==> config.mk <==
export PLATFORM = sky130hd
export DESIGN_NAME = i2c_target_regs
export DESIGN_NICKNAME = d
export VERILOG_FILES = /design/src/rtl/i2c_target_regs_pkg.sv /design/src/rtl/i2c_target_regs_line_filter.sv /design/src/rtl/i2c_target_regs.sv
export SDC_FILE = /design/constraint.sdc
export NUM_CORES = 1
export LEC_CHECK = 0
export CELL_PAD_IN_SITES_DETAIL_PLACEMENT = 1
export CELL_PAD_IN_SITES_GLOBAL_PLACEMENT = 1
export CORE_UTILIZATION = 44
export CTS_BUF_LIST = sky130_fd_sc_hd__clkbuf_16
export CTS_CLUSTER_DIAMETER = 40
export DETAILED_ROUTE_END_ITERATION = 6
export GPL_TIMING_DRIVEN = 0
export PLACE_DENSITY = 0.79
export SYNTH_ARGS = -nofsm -noshare
export SYNTH_HDL_FRONTEND = slang
export SYNTH_SLANG_ARGS = --single-unit
==> constraint.sdc <==
create_clock -name clk_27M -period 2 [get_ports clk_27M]
set_input_delay 0.4 -clock clk_27M [delete_from_list [all_inputs] [get_ports clk_27M]]
set_output_delay 0.4 -clock clk_27M [all_outputs]
set_load 0.03 [all_outputs]
==> src/rtl/i2c_target_regs_pkg.sv <==
// Shared definitions for the I2C register target: protocol state encoding
// and byte width used by the pointer and shift register.
package i2c_target_defs;

  localparam int BYTE_W = 8;

  typedef enum logic [2:0] {
    IDLE,
    ADDR,
    ADDR_ACK,
    WR_BYTE,
    WR_ACK,
    RD_BYTE,
    RD_ACK,
    IGNORE
  } state_t;

endpackage

==> src/rtl/i2c_target_regs_line_filter.sv <==
// Input conditioning for one I2C line: 2-FF synchronizer followed by a
// stable-count filter. The filtered level only moves after FILTER_LEN equal
// consecutive samples of the new value; rise/fall pulse in the cycle it moves.
module i2c_line_filter #(
  parameter int FILTER_LEN = 4
) (
  input  logic clk_27M,
  input  logic reset,
  input  logic din,
  output logic lvl,
  output logic rise,
  output logic fall
);

  localparam logic [3:0] LAST = 4'(FILTER_LEN - 1);

  logic       sync_p0;
  logic       sync_p1;
  logic [3:0] cnt;

  // Two-stage synchronizer; idle I2C lines are high, so reset to 1.
  always_ff @(posedge clk_27M or posedge reset) begin
    if (reset) begin
      sync_p0 <= 1'b1;
      sync_p1 <= 1'b1;
    end else begin
      sync_p0 <= din;
      sync_p1 <= sync_p0;
    end
  end

  // Count consecutive samples that disagree with the filtered level; flip once enough agree.
  always_ff @(posedge clk_27M or posedge reset) begin
    if (reset) begin
      lvl  <= 1'b1;
      cnt  <= 4'd0;
      rise <= 1'b0;
      fall <= 1'b0;
    end else begin
      rise <= 1'b0;
      fall <= 1'b0;
      if (sync_p1 == lvl) begin
        cnt <= 4'd0;
      end else if (cnt == LAST) begin
        lvl  <= sync_p1;
        cnt  <= 4'd0;
        rise <= sync_p1;
        fall <= ~sync_p1;
      end else begin
        cnt <= cnt + 4'd1;
      end
    end
  end

endmodule

==> src/rtl/i2c_target_regs.sv <==
// I2C target with an 8-bit auto-incrementing register pointer and a byte-wide
// register bus. First written byte sets the pointer, later bytes are register
// writes; reads stream bytes from the pointer onward. No clock stretching.
module i2c_target_regs
  import i2c_target_defs::*;
#(
  parameter logic [6:0] TARGET_ADDR = 7'h5A,
  parameter int         FILTER_LEN  = 4
) (
  input  logic              clk_27M,
  input  logic              reset,
  input  logic              scl_i,
  input  logic              sda_i,
  output logic              sda_o,
  output logic              sda_t,
  output logic [BYTE_W-1:0] reg_addr,
  output logic [BYTE_W-1:0] reg_wdata,
  output logic              reg_we,
  output logic              reg_re,
  input  logic [BYTE_W-1:0] reg_rdata,
  output logic              busy,
  output logic              selected
);

  function automatic logic [BYTE_W-1:0] ptr_inc(input logic [BYTE_W-1:0] p);
    return p + 8'd1;
  endfunction

  logic scl_lv, scl_rise, scl_fall;
  logic sda_lv, sda_rise, sda_fall;

  i2c_line_filter #(.FILTER_LEN(FILTER_LEN)) u_scl_filter (
    .clk_27M (clk_27M),
    .reset   (reset),
    .din     (scl_i),
    .lvl     (scl_lv),
    .rise    (scl_rise),
    .fall    (scl_fall)
  );

  i2c_line_filter #(.FILTER_LEN(FILTER_LEN)) u_sda_filter (
    .clk_27M (clk_27M),
    .reset   (reset),
    .din     (sda_i),
    .lvl     (sda_lv),
    .rise    (sda_rise),
    .fall    (sda_fall)
  );

  state_t            state_q, state_d;
  logic [2:0]        bit_cnt;
  logic [BYTE_W-1:0] shift_q;
  logic              first_q;
  logic              rw_q;
  logic              ack_hi_q;
  logic              scl_fall_p1;
  logic              rdata_vld_p1;
  logic              rdata_vld_p2;
  logic              sda_rel_d;

  logic              start_c, stop_c, last_bit, addr_match;
  logic [BYTE_W-1:0] byte_in;

  assign start_c    = sda_fall & scl_lv;
  assign stop_c     = sda_rise & scl_lv;
  assign byte_in    = {shift_q[6:0], sda_lv};
  assign last_bit   = scl_rise && (bit_cnt == 3'd7);
  assign addr_match = (byte_in[7:1] == TARGET_ADDR);
  assign sda_o      = 1'b0;

  // State register.
  always_ff @(posedge clk_27M or posedge reset) begin
    if (reset) state_q <= IDLE;
    else       state_q <= state_d;
  end

  // Next state: bus conditions beat any SCL edge on the same cycle.
  always_comb begin
    state_d = state_q;
    if (stop_c) begin
      state_d = IDLE;
    end else if (start_c) begin
      state_d = ADDR;
    end else begin
      case (state_q)
        ADDR:     if (last_bit) state_d = addr_match ? ADDR_ACK : IGNORE;
        ADDR_ACK: if (scl_fall && ack_hi_q) state_d = rw_q ? RD_BYTE : WR_BYTE;
        WR_BYTE:  if (last_bit) state_d = WR_ACK;
        WR_ACK:   if (scl_fall && ack_hi_q) state_d = WR_BYTE;
        RD_BYTE:  if (last_bit) state_d = RD_ACK;
        RD_ACK:   if (scl_rise) state_d = sda_lv ? IGNORE : RD_BYTE;
        default:  state_d = state_q;
      endcase
    end
  end

  // Desired SDA release for the current state; a read byte stays released until its data lands.
  always_comb begin
    sda_rel_d = 1'b1;
    case (state_q)
      ADDR_ACK, WR_ACK: sda_rel_d = 1'b0;
      RD_BYTE:          sda_rel_d = (reg_re || rdata_vld_p1) ? 1'b1 : shift_q[7];
      default:          sda_rel_d = 1'b1;
    endcase
  end

  // Bit shifting, pointer/register bus strobes, status flags and the SDA driver.
  always_ff @(posedge clk_27M or posedge reset) begin
    if (reset) begin
      bit_cnt      <= 3'd0;
      shift_q      <= '0;
      first_q      <= 1'b0;
      rw_q         <= 1'b0;
      ack_hi_q     <= 1'b0;
      scl_fall_p1  <= 1'b0;
      rdata_vld_p1 <= 1'b0;
      rdata_vld_p2 <= 1'b0;
      reg_addr     <= '0;
      reg_wdata    <= '0;
      reg_we       <= 1'b0;
      reg_re       <= 1'b0;
      busy         <= 1'b0;
      selected     <= 1'b0;
      sda_t        <= 1'b1;
    end else begin
      // Stage p1: delayed SCL fall and read-data valid; p2: data now in the shift register.
      scl_fall_p1  <= scl_fall;
      rdata_vld_p1 <= reg_re;
      rdata_vld_p2 <= rdata_vld_p1;
      reg_re       <= 1'b0;
      reg_we       <= 1'b0;
      if (reg_we)       reg_addr <= ptr_inc(reg_addr);
      if (rdata_vld_p1) shift_q  <= reg_rdata;

      if (stop_c) begin
        busy     <= 1'b0;
        selected <= 1'b0;
        sda_t    <= 1'b1;
      end else if (start_c) begin
        busy     <= 1'b1;
        selected <= 1'b0;
        bit_cnt  <= 3'd0;
        sda_t    <= 1'b1;
      end else begin
        // The post-load update only fires with SCL low so SDA never moves while SCL is high.
        if (scl_fall_p1 || (rdata_vld_p2 && !scl_lv)) sda_t <= sda_rel_d;
        case (state_q)
          ADDR: if (scl_rise) begin
            shift_q <= byte_in;
            bit_cnt <= bit_cnt + 3'd1;
            if (bit_cnt == 3'd7) begin
              rw_q     <= byte_in[0];
              ack_hi_q <= 1'b0;
              if (addr_match) selected <= 1'b1;
            end
          end
          ADDR_ACK: if (scl_rise) begin
            ack_hi_q <= 1'b1;
          end else if (scl_fall && ack_hi_q) begin
            bit_cnt <= 3'd0;
            if (rw_q) reg_re  <= 1'b1;
            else      first_q <= 1'b1;
          end
          WR_BYTE: if (scl_rise) begin
            shift_q <= byte_in;
            bit_cnt <= bit_cnt + 3'd1;
            if (bit_cnt == 3'd7) begin
              ack_hi_q <= 1'b0;
              if (first_q) begin
                reg_addr <= byte_in;
                first_q  <= 1'b0;
              end else begin
                reg_wdata <= byte_in;
                reg_we    <= 1'b1;
              end
            end
          end
          WR_ACK: if (scl_rise) begin
            ack_hi_q <= 1'b1;
          end else if (scl_fall && ack_hi_q) begin
            bit_cnt <= 3'd0;
          end
          RD_BYTE: if (scl_rise) begin
            shift_q <= {shift_q[6:0], 1'b1};
            bit_cnt <= bit_cnt + 3'd1;
            if (bit_cnt == 3'd7) reg_addr <= ptr_inc(reg_addr);
          end
          RD_ACK: if (scl_rise) begin
            if (!sda_lv) begin
              reg_re  <= 1'b1;
              bit_cnt <= 3'd0;
            end else begin
              selected <= 1'b0;
            end
          end
          default: ;
        endcase
      end
    end
  end

endmodule

==> out/results.txt <==
number of synthesized flops with an enable pin: 0
total core area: 0.00691 mm^2
largest stage delay on the critical path: 410 ps
Die Footprint: 0.00764 mm^2
Routed Antenna Nets: 0
min-delay src: u_sda_filter.sync_p0$_DFF_PP1_
wire per inst: 21.3 um
row cnt: 30
kind of critical path: reg2reg
via count: 2836
largest family of logic cells by synthesized area: simple AND/OR/NAND/NOR gates
Starting Density: 46.5%
Overall Power: 0.00372 W
Design Area, Final: 0.00404 mm^2
Netlist cell types: 61
post-DR vias/cell: 6.05
Worst R2R Start: bit_cnt[0]$_DFFE_PP0P_
RSZ-0062 raised after global routing: true
status: finished clean
CTS H-Tree Depth: 3
Clk Latency, worst-skew pair: 330 ps
commonest non-fill, non-tap cell in the layout: dfrtp_1
P&R area growth vs syn: 25.8%
Yosys Warn Count: 0
global-route wire length before repair: 15.9 mm
total gr overflow: 0
Post-Synth Simple-Gate Area: 20.2%
worst hold slack: 357 ps
setup TNS: 0 ps
Die W: 87.4 um
crit path cell chain: ha_1 -> ha_4 -> and2_1 -> a32o_1 -> or2_1 -> a221oi_2
CP Max Fanout: 5
share of layout cells above drive strength 1: 18.0%
syn nets: 335
first-pass detailed-route iteration total: 4
Crit. End Element: flip-flop
WP data required: 2230 ps
ys flop type: dfrtp_1
Max-slew headroom: 56.3%
area of the multi-input gates: 0.00165 mm^2
Seq cells post-synth: 59
worst slew pin tran: 655 ps
R2R depth: 6
GRT Overall Usage: 28.5%
final hold vios: 0
setup violators final: 0
Period Utilization, post-route: 98.7%
initial antenna violation count: 0
Leak Pwr: 1.64 nW
CTS tree: done
Nets: 385
WL final: 9.99 mm
Synth Area in Compound Gates: 17.6%
# Max-Cap Violations: 0
mapped cell area: 0.00321 mm^2
Reg clk slew, reported paths: 60 ps
hold path depth: 0
largest net degree at the start of global routing: 44
DRC viols: 0
asr flop ratio synth: 100%
GP Congestion: 0.839
Area after DPL: 0.00367 mm^2
clk sinks: 59
Num CTS Buffers: 9
multiplexer share of the synthesized area: 7.29%
fillcell total: 786
CP startpoint kind: flip-flop
adder-cell share of the synthesized area: 1.95%
slowest cell on the critical path: dfrtp_1
die span in y: 87.4 um
HP Class: reg2reg
Achievable Freq: 0.507 GHz
Peak VDD IR: 720 uV
Max Root-Sink Buffers: 2
pwr/cell area: 920 mW/mm^2
Starting DRT DRC Count: 183
I/O Buffers: 32
DP Wirelength: 6.50 mm
commonest cells after routing, fill and taps aside: dfrtp_1, clkdlybuf4s50_1, nor2_1, nand2_1, a21oi_1
post-synthesis sequential area ratio: 46.3%
root buf cell: clkbuf_16
antenna fix cells: 0
data arrival at the endpoint of the critical path: 2210 ps
Register Area: 0.00149 mm^2
vias in the first global route: 2956
Syn Area/Cell: 10.1 um^2
post-route minimum period: 1970 ps
gate count of the mapped netlist: 318
Worst Setup SP: bit_cnt[0]$_DFFE_PP0P_
worst clock skew: 5.51 ps
Final Slew Violations: 0
xor and xnor fraction of the mapped netlist area: 2.73%
IO Pins: 34
## logic make-up after synthesis
logic type | Yosys count
simple gates | 114
flops | 59
other cells | 1
buf+inv | 26
mux | 22
fa+ha+maj | 5
compound gates | 81
xor+xnor | 10
## Yosys cell counts, types with 2 or more instances
cell type | instances | share of area, %
mux2_2 | 10 | 3.5
dfrtp_1 | 52 | 41
and2_1 | 2 | 0.39
xor2_1 | 5 | 1.4
a22o_1 | 2 | 0.55
o311ai_0 | 3 | 0.82
mux2i_1 | 11 | 3.4
nor2_1 | 22 | 2.6
buf_4 | 4 | 0.94
a32oi_1 | 2 | 0.55
nand2_1 | 19 | 2.2
and3_1 | 4 | 0.78
a221oi_1 | 4 | 1.1
xnor2_1 | 5 | 1.4
a31o_2 | 2 | 0.55
and3b_1 | 2 | 0.55
ha_1 | 5 | 1.9
o21a_1 | 4 | 0.94
a21oi_1 | 18 | 2.8
buf_2 | 8 | 1.2
nand2b_1 | 4 | 0.78
nor3_1 | 12 | 1.9
inv_1 | 6 | 0.70
and4_1 | 3 | 0.82
o31a_1 | 2 | 0.55
nand3b_1 | 4 | 0.94
o22ai_1 | 2 | 0.39
nor2b_1 | 5 | 0.97
a41oi_1 | 3 | 0.82
clkbuf_1 | 6 | 0.70
nor3b_1 | 6 | 1.4
nand4_1 | 5 | 0.97
dfstp_2 | 7 | 5.7
o31ai_1 | 6 | 1.4
o32ai_1 | 3 | 0.82
a211oi_1 | 3 | 0.70
a31oi_1 | 6 | 1.2
a32o_1 | 2 | 0.62
nor4_1 | 2 | 0.39
nand3_1 | 13 | 2.0
o21ai_0 | 14 | 2.2
## sequential cells by signal, summed over array words and instances (netlist names), 3 cells and up
name and count:
bit_cnt 3, reg_wdata 8, state_q 3, shift_q 8, reg_addr 8, u_sda_filter.cnt 4
u_scl_filter.cnt 4
## layer usage
layer	vias up	wire length, um	part of all wire, %	GRT usage [%]
met4	0	226	2.3	13.9
met2	93	4990	50	47.7
met3	16	568	5.7	4.93
met1	1436	4200	42	35.6
li1	1291	-	-	-
met5	-	0	0	0
## layout make-up
| cell class | instances | share of cell area, % |
|---|---|---|
| well taps | 96 | 2.97 |
| plain buffers | 20 | 2.51 |
| multi-input cells | 233 | 40.8 |
| inverters | 6 | 0.557 |
| clock inverters | 7 | 0.929 |
| clock buffers | 9 | 5.57 |
| repair buffers | 39 | 9.85 |
| flip-flops and latches | 59 | 36.8 |
## through the flow
step / setup slack, ps / instances / utilization [%]
6_report: 25.8 / 469 / 58.5
5_1_grt: -14.4 / 469 / 58.5
4_1_cts: 25.1 / 464 / 57.6
3_5_place_dp: -105 / 447 / 53.2
3_3_place_gp: -968 / 446 / 52.9
2_1_floorplan: 121 / 318 / -
## repair_timing
item                                    CTS  global route
resized for setup                         4             4
setup buffers                             1             5
endpoints found under the setup margin   11            11
hold buffers                              0             0
pin swaps                                 2             0
## worst paths after layout
| kind | to | slack, ps |
|---|---|---|
| setup / recovery | state_q[0]$_DFFE_PP0P_ | 30 |
| hold / removal | u_sda_filter.sync_p1$_DFF_PP1_ | 360 |
| setup reg to reg | state_q[0]$_DFFE_PP0P_ | 30 |
| hold reg to reg | u_sda_filter.sync_p1$_DFF_PP1_ | 360 |
| max in group asynchronous | u_sda_filter.lvl$_DFFE_PP1P_ | 970 |
| min in group asynchronous | reg_wdata[7]$_DFFE_PP0P_ | 390 |
## worst max-delay path, delay by kind of cell, from the launching register on
kind | cells | cell delay [ps]
AOI/OAI and AO/OA | 2 | 540
adders and majority gates | 2 | 450
DFF | 1 | 410
and+or+nand+nor | 2 | 480
## report_power, final
part           internal [W]  switching (W)
clock network      0.000821       0.000560
registers           0.00132      0.0000976
logic              0.000314       0.000600
(Power assumes the default switching activity.)
